**src/rtl/window_max_stream.sv**
```systemverilog
// Streaming signed max-pool reducer: one window of K*K elements in, one maximum out.
// Latency: out_valid rises two cycles after the last beat of a window is accepted.
// Backpressure: in_ready drops from the last beat until the result is taken via out_ready.
module window_max_stream #(
  parameter int DATA_WIDTH = 16,
  parameter int LANES      = 9,
  parameter int KMAX       = 13
) (
  input  logic                          clk,
  input  logic                          rst_n,
  input  logic [1:0]                    ksize,
  input  logic                          in_valid,
  output logic                          in_ready,
  input  logic [LANES*DATA_WIDTH-1:0]   in_data,
  output logic                          out_valid,
  input  logic                          out_ready,
  output logic [DATA_WIDTH-1:0]         max_out,
  output logic                          busy
);

  localparam int NMAX = KMAX * KMAX;
  localparam int CW   = $clog2(NMAX + 1);
  localparam int TW   = $clog2(LANES + 1);
  localparam logic [DATA_WIDTH-1:0] MOST_NEG = {1'b1, {(DATA_WIDTH-1){1'b0}}};

  function automatic int beats_of(input int n);
    return (n + LANES - 1) / LANES;
  endfunction

  function automatic int tail_of(input int n);
    return n - (beats_of(n) - 1) * LANES;
  endfunction

  // Window geometry for the four supported kernels (1x1, 5x5, 9x9, 13x13)
  localparam int LAST1  = beats_of(1) - 1;
  localparam int LAST5  = beats_of(25) - 1;
  localparam int LAST9  = beats_of(81) - 1;
  localparam int LAST13 = beats_of(169) - 1;
  localparam int TAIL1  = tail_of(1);
  localparam int TAIL5  = tail_of(25);
  localparam int TAIL9  = tail_of(81);
  localparam int TAIL13 = tail_of(169);

  typedef enum logic [1:0] {S_IDLE, S_ACCUM, S_DRAIN, S_OUT} state_t;

  state_t                 state_q, state_d;
  logic [1:0]             k_q, k_d;
  logic [CW-1:0]          cnt_q, cnt_d;
  logic [DATA_WIDTH-1:0]  tree_q, tree_d;
  logic                   tree_vld_q, tree_vld_d;
  logic [DATA_WIDTH-1:0]  acc_q, acc_d;
  logic [DATA_WIDTH-1:0]  max_q, max_d;
  logic                   rdy_en_q;

  logic [1:0]             k_eff;
  logic [CW-1:0]          last_cnt;
  logic [TW-1:0]          tail_lanes;
  logic                   is_last;
  logic                   accept;
  logic [DATA_WIDTH-1:0]  lane_v;
  logic [DATA_WIDTH-1:0]  tree_max;
  logic [DATA_WIDTH-1:0]  fold;

  // Kernel in force: live ksize on the opening beat, latched copy afterwards
  always_comb begin
    k_eff      = (state_q == S_IDLE) ? ksize : k_q;
    last_cnt   = CW'(LAST1);
    tail_lanes = TW'(TAIL1);
    case (k_eff)
      2'b00: begin last_cnt = CW'(LAST1);  tail_lanes = TW'(TAIL1);  end
      2'b01: begin last_cnt = CW'(LAST5);  tail_lanes = TW'(TAIL5);  end
      2'b10: begin last_cnt = CW'(LAST9);  tail_lanes = TW'(TAIL9);  end
      default: begin last_cnt = CW'(LAST13); tail_lanes = TW'(TAIL13); end
    endcase
  end

  assign is_last = (cnt_q == last_cnt);
  assign accept  = in_valid && in_ready;

  // Lane reduction; lanes past the window end on the final beat count as most-negative
  always_comb begin
    tree_max = MOST_NEG;
    lane_v   = MOST_NEG;
    for (int i = 0; i < LANES; i++) begin
      lane_v = in_data[(LANES-1-i)*DATA_WIDTH +: DATA_WIDTH];
      if (is_last && (i >= int'(tail_lanes))) lane_v = MOST_NEG;
      if ($signed(lane_v) > $signed(tree_max)) tree_max = lane_v;
    end
  end

  assign fold = (tree_vld_q && ($signed(tree_q) > $signed(acc_q))) ? tree_q : acc_q;

  // Next-state: beat acceptance, drain fold and result hand-off
  always_comb begin
    state_d    = state_q;
    k_d        = k_q;
    cnt_d      = cnt_q;
    tree_d     = tree_q;
    tree_vld_d = 1'b0;
    acc_d      = fold;
    max_d      = max_q;
    case (state_q)
      S_IDLE, S_ACCUM: begin
        if (accept) begin
          tree_d     = tree_max;
          tree_vld_d = 1'b1;
          if (state_q == S_IDLE) k_d = ksize;
          if (is_last) begin
            cnt_d   = '0;
            state_d = S_DRAIN;
          end else begin
            cnt_d   = cnt_q + CW'(1);
            state_d = S_ACCUM;
          end
        end
      end
      S_DRAIN: begin
        max_d   = fold;
        state_d = S_OUT;
      end
      S_OUT: begin
        if (out_ready) begin
          acc_d   = MOST_NEG;
          state_d = S_IDLE;
        end
      end
      default: state_d = S_IDLE;
    endcase
  end

  // State and datapath registers
  always_ff @(posedge clk or negedge rst_n) begin
    if (!rst_n) begin
      state_q    <= S_IDLE;
      k_q        <= 2'b00;
      cnt_q      <= '0;
      tree_q     <= MOST_NEG;
      tree_vld_q <= 1'b0;
      acc_q      <= MOST_NEG;
      max_q      <= '0;
    end else begin
      state_q    <= state_d;
      k_q        <= k_d;
      cnt_q      <= cnt_d;
      tree_q     <= tree_d;
      tree_vld_q <= tree_vld_d;
      acc_q      <= acc_d;
      max_q      <= max_d;
    end
  end

  // Hold in_ready low until the first edge after reset release
  always_ff @(posedge clk or negedge rst_n) begin
    if (!rst_n) rdy_en_q <= 1'b0;
    else        rdy_en_q <= 1'b1;
  end

  assign in_ready  = rdy_en_q && ((state_q == S_IDLE) || (state_q == S_ACCUM));
  assign out_valid = (state_q == S_OUT);
  assign busy      = (state_q != S_IDLE);
  assign max_out   = max_q;

endmodule
```
**config.mk**
```make
export PLATFORM = sky130hd
export DESIGN_NAME = window_max_stream
export DESIGN_NICKNAME = d
export VERILOG_FILES = /design/src/rtl/window_max_stream.sv
export SDC_FILE = /design/constraint.sdc
export NUM_CORES = 1
export LEC_CHECK = 0
export CORE_MARGIN = 4
export CORE_UTILIZATION = 30
export DETAILED_ROUTE_END_ITERATION = 8
export PLACE_DENSITY = 0.59
export SLEW_MARGIN = 40
export SYNTH_ARGS = -nofsm -noshare
export SYNTH_HDL_FRONTEND = slang
export SYNTH_SLANG_ARGS = --single-unit
```
**constraint.sdc**
```tcl
create_clock -name clk -period 21 [get_ports clk]
set_input_delay 2.1 -clock clk [delete_from_list [all_inputs] [get_ports clk]]
set_output_delay 2.1 -clock clk [all_outputs]
set_load 0.005 [all_outputs]
```
Word level (Yosys, flattened, before mapping):

Index checks and enable logic that the tools add are counted.

* $add $sub $neg: 1
* magnitude comparators: 19
* eq/ne operators: 8
* muxes and demuxes: 31
* reduce and logical (&&, ||, !) cells: 19

Operators with widths (count)
* $mux 16: 21
* $gt 16x16->1: 9
* $ge 3x4->1 const A: 4
* $gt 16x16->1 const B: 1
* $pmux 5 s3: 1
* $logic_and 1x1->1: 12
* $add 8x1->8 const B: 1
* $eq 8x8->1: 1
* $ge 1x4->1 const A: 2
* $ge 2x4->1 const A: 2
* $mux 2: 4
* $mux 8: 1
* $pmux 4 s2: 1
* $eq 2x2->1 const B: 3
* $pmux 2 s3: 1
* $eq 2x1->1 const B: 2
* $ge 4x4->1 const A: 1
* $logic_not 2->1: 2
* $reduce_and 2->1: 2
* $mux 1: 2
* $ne 2x1->1 const B: 1
* $ne 2x2->1 const B: 1
* $reduce_bool 2->1: 1
* $reduce_or 2->1: 1
* $logic_or 1x1->1: 1

* flip-flop bits (word level): 62
* input bits: 150
* output and inout bits: 19
* word-level logic and storage cells: 86

Depth between registers and ports, before layout:

* depth in word-level cells: 25
* gate-level depth with buffers: 115
* gate-level depth less buffers: 104

Worst setup path after synthesis:

Ideal clock, no wire load.

* kind: in2reg
* start: input port ksize[0]
* end: register tree_q[10]
* library setup time: 0.135 ns
* data arrival time: 21.135 ns
* data required time: 20.865 ns
* path slack: -0.269 ns
* stages on the path: 104
* buffers on the path: 12
* cells stage by stage: or4_1 o31a_1 or2_1 buf_6 clkbuf_1 clkbuf_1 clkbuf_1 and2_1 ha_1 nand4_2 o41ai_2 a31oi_2 nor2_4 buf_1 mux2i_1 ha_1 and4_1 and4_1 [68 not listed] a21o_1 nand2_1 ha_1 nor2b_1 o21a_1 o21ai_0 nand2b_1 a21oi_1 nor2b_1 o21ai_0 nand2b_1 a21oi_1 o21ai_0 nand2_1 nand3_1 a31oi_1 clkbuf_1 a31oi_1

* word-level cells in the longest chain between the ends: 24
* elaborated cells between the ends (all ways): 52
* those cells by class: order compare (18); eq/ne (3); mux (21); reduce/logical (10)

RTL lines
* from (decl): line 11 `input logic [1:0] ksize,`
* $mux 2 (*)
* $eq 2x2->1, or another cell as far along: line 69 `case (k_eff)`
* $pmux 4 s2 / $pmux 5 s3 (equally long branches): line 69
* $ge 1x4->1 / $eq 8x8->1 (equally long branches): line 86, 77
* $logic_and 1x1->1: line 86 `if (is_last && (i >= int'(tail_lanes))) lane_v = MOST_NEG;`
* $mux 16: line 86
* $gt 16x16->1: line 87 `if ($signed(lane_v) > $signed(tree_max)) tree_max = lane_v;`
* $mux 16: line 87
* [8 not listed]
* $gt 16x16->1: line 87
* $mux 16: line 87
* $gt 16x16->1: line 87
* $mux 16: line 87
* $gt 16x16->1: line 87
* $mux 16: line 87
* $gt 16x16->1: line 87
* $mux 16 (*): line 87
* to (signal assigned): line 145 `tree_q <= tree_d;`
* to (decl): line 49 `logic [DATA_WIDTH-1:0] tree_q, tree_d;`

Mark *: on every way between the ends. The rest lies on a longest branch, timed or not.
A chain may end at the register's enable or synchronous reset.

Final worst setup path:

* start: input port ksize[0]
* end: register tree_q[0]

Same word-level chain as after synthesis.

==> impl_metrics.csv <==
group,metric,value,unit
global_route,antenna_found_initial,1,
clock_tree,worstSkewPairLatency,320,ps
setup_path,timing.critical_path.mode_cell,"sky130_fd_sc_hd__ha_1",
die,fp.coreArea,0.0297,mm2
drt,via_count,9177,
sta,worst_pin_slew,735,ps
drt,routedWlPerCell,15.9,um
sta,time_the_worst_path_needs_with_i_o_delays_and_setup,20020,ps
global_route,grt_first_pass_wirelength,44.8,mm
min_path,hp-class,"flop to flop",
yosys,synth_seq_cells,62,
layout,final_cells,1812,
sta,setup_skew_after_layout,6.27,ps
layout,design.final.nets,1701,
placement,placed_cells,1770,
yosys,syn-instance-count,1213,
placement,dpl.hpwl,23.4,mm
yosys,ys_warnings,0,
drt,totalWireLength,28.8,mm
layout,area.growth.synth_to_final,37.1,%
clock_tree,cts.hold.buffers_added,0,
sta,hold_violations,0,
placement,dpl-instance-area,0.0114,mm2
setup_path,critical_path_class,"input pin to flop",
clock_tree,clkTransAtPathRegs,50,ps
clock_tree,ctsRootBufferMaster,"sky130_fd_sc_hd__clkbuf_16",
clock_tree,htreeDepth,3,
clock_tree,cts_tree,"built",
placement,gp_congestion,0.864,
sta,fmax,50.0,MHz
setup_path,critical-path-max-stage-delay,650,ps
yosys,synth_enable_flop_cells,0,
global_route,pin_count_of_the_biggest_net_entering_global_routing,70,
yosys,post_synth_num_cell_types,94,
yosys,synth_seq_area_share,0.172,
global_route,grt_pass1_vias,8932,
drt,vias_per_cell,5.06,
drt,route.antenna.remaining_nets,0,
drt,drt_first_iter_violations,438,
drt,route.detailed.drc,0,
clock_tree,cts_buffers,9,
sta,relSlewSlack,0.510,
placement,portBuffers,168,
yosys,asyncSetResetFlopFracSynth,1.00,
drt,detail_route.first_pass.iterations,5,
setup_path,timing.critical_path.to_type,"flop",
run_status,status,"finished clean",
setup_path,worst_setup_path_start_kind,"input pin",
sta,layout_worst_path_cycle_share,0.953,
setup_path,critical_path_required,21200,ps
layout,fillCellCount,3031,
clock_tree,clock_sink_count,62,
clock_tree,max-clock-path-buffers,2,
die,die_h,182,um
sta,final-max-slew-violation-count,0,
setup_path,crit_fanout,26,
yosys,ys.flop_type,"sky130_fd_sc_hd__dfrtp_1",
layout,finish.instance_area,0.0124,mm2
sta,final_setup_viols,0,
global_route,total_congestion_overflow_after_global_routing,0,
yosys,synth_area,0.00904,mm2
setup_path,critical_path.slowest_cell,"sky130_fd_sc_hd__or4_1",
die,die_x,182,um
yosys,post_synth.cell_area_avg,7.45,um2
layout,mostFrequentLayoutCells,"sky130_fd_sc_hd__clkdlybuf4s50_1, sky130_fd_sc_hd__nand2_1, sky130_fd_sc_hd__ha_1",
yosys,synth_nets,1496,
layout,mostFrequentLayoutCell,"sky130_fd_sc_hd__clkdlybuf4s50_1",
die,starting_density,0.304,
global_route,grt_util_all_layers,0.162,
layout,post_route_cells_drive_above_1_share,0.142,
die,die_area,0.0330,mm2
flow_run,max-cap-violations,0,
die,core.rowCount,63,
setup_path,critPathArrivalTime,20210,ps
die,num_io_pins,169,
## cells by family (layout without fill, tap and decap cells)
| family | Yosys count | in the layout | synth area share |
|---|---|---|---|
| AOI/OAI and AO/OA | 301 | 301 | 0.217 |
| other | 1 | 2 | 0.000415 |
| adders and majority gates | 135 | 135 | 0.186 |
| buffers and inverters | 123 | 329 | 0.0533 |
| muxes | 54 | 54 | 0.0635 |
| DFF | 62 | 62 | 0.172 |
| xor gates and xnor gates | 6 | 6 | 0.00581 |
| and+or+nand+nor | 531 | 533 | 0.302 |
## cell type report
type	count	area, um2	area share
Antenna cell	1	2.50	0.000202
Clock buffer	13	270	0.0218
Clock inverter	1	5.00	0.000404
Inverter	79	297	0.0239
Multi-Input combinational cell	1030	7490	0.605
Sequential cell	62	1550	0.125
Tap cell	390	488	0.0394
Timing Repair Buffer	236	2280	0.184
## flip-flops by register name (all words and copies together), names as in the netlist
| register | count |
|---|---|
| max_out | 16 |
| acc_q | 16 |
| tree_q | 16 |
| tree_vld_q | 1 |
| state_q | 2 |
| cnt_q | 8 |
| rdy_en_q | 1 |
| k_q | 2 |
## cells in the mapped netlist (10+ instances only)
library cell	number	share of area
sky130_fd_sc_hd__nand2_1	149	0.062
sky130_fd_sc_hd__ha_1	133	0.18
sky130_fd_sc_hd__and2_1	108	0.075
sky130_fd_sc_hd__nor2_1	103	0.043
sky130_fd_sc_hd__a21oi_1	89	0.049
sky130_fd_sc_hd__inv_1	79	0.033
sky130_fd_sc_hd__o21ai_0	68	0.038
sky130_fd_sc_hd__dfrtp_1	60	0.17
sky130_fd_sc_hd__mux2i_1	36	0.040
sky130_fd_sc_hd__clkbuf_1	35	0.015
sky130_fd_sc_hd__nand2b_1	34	0.024
sky130_fd_sc_hd__nand3_1	29	0.016
sky130_fd_sc_hd__nand4_1	26	0.018
sky130_fd_sc_hd__a21o_1	23	0.019
sky130_fd_sc_hd__nor2b_1	21	0.015
sky130_fd_sc_hd__a31oi_1	16	0.011
sky130_fd_sc_hd__mux2_2	16	0.020
sky130_fd_sc_hd__o22ai_1	16	0.011
sky130_fd_sc_hd__a211oi_1	10	0.0083
sky130_fd_sc_hd__nor3_1	10	0.0055
## layer usage
layer  vias up  track usage  share of wire
li1       4740            -              -
met1      4232        0.227           0.49
met2       185        0.274           0.47
met3        20       0.0142          0.032
met4         0       0.0294          0.011
met5         -            0              0
## critical path, delay by kind of cell
kind | cells | cell delay (ps)
AOI/OAI and AO/OA | 34 | 5950
muxes | 4 | 1170
buffers and inverters | 11 | 2010
and+or+nand+nor | 31 | 6650
adders and majority gates | 8 | 2250
## metrics by stage
step | hold WS, ps | setup slack (ps) | TNS [ps] | utilization
global route | 498 | -143 | -1520 | 0.417
detailed placement | 469 | -39.5 | -151 | 0.383
floorplan | 458 | 90.2 | 0 | -
finish | 475 | 980 | 0 | 0.417
CTS | 481 | 194 | 0 | 0.393
global placement | 462 | 156 | 0 | 0.383
## what timing repair did
| item | 4_1_cts | 5_1_grt |
|---|---|---|
| setup buffers | 0 | 20 |
| endpoints found under the setup margin | 0 | 16 |
| gates resized for setup | 0 | 106 |
## worst paths after layout
kind / end / depth (start not counted) / start / slack (ps)
setup / recovery: tree_q[0] / 88 / ksize[0] / 980
min in group asynchronous: k_q[0] / 2 / rst_n / 1860
max in group asynchronous: acc_q[9] / 2 / rst_n / 18740
hold / removal: max_out[5] / 2 / max_out[5] / 470
setup reg to reg: tree_q[0] / 87 / cnt_q[3] / 2610
hold reg to reg: max_out[5] / 2 / max_out[5] / 470
Power is not shown: default switching activity piles up to over one toggle a cycle in this logic, so the estimate is an artifact.
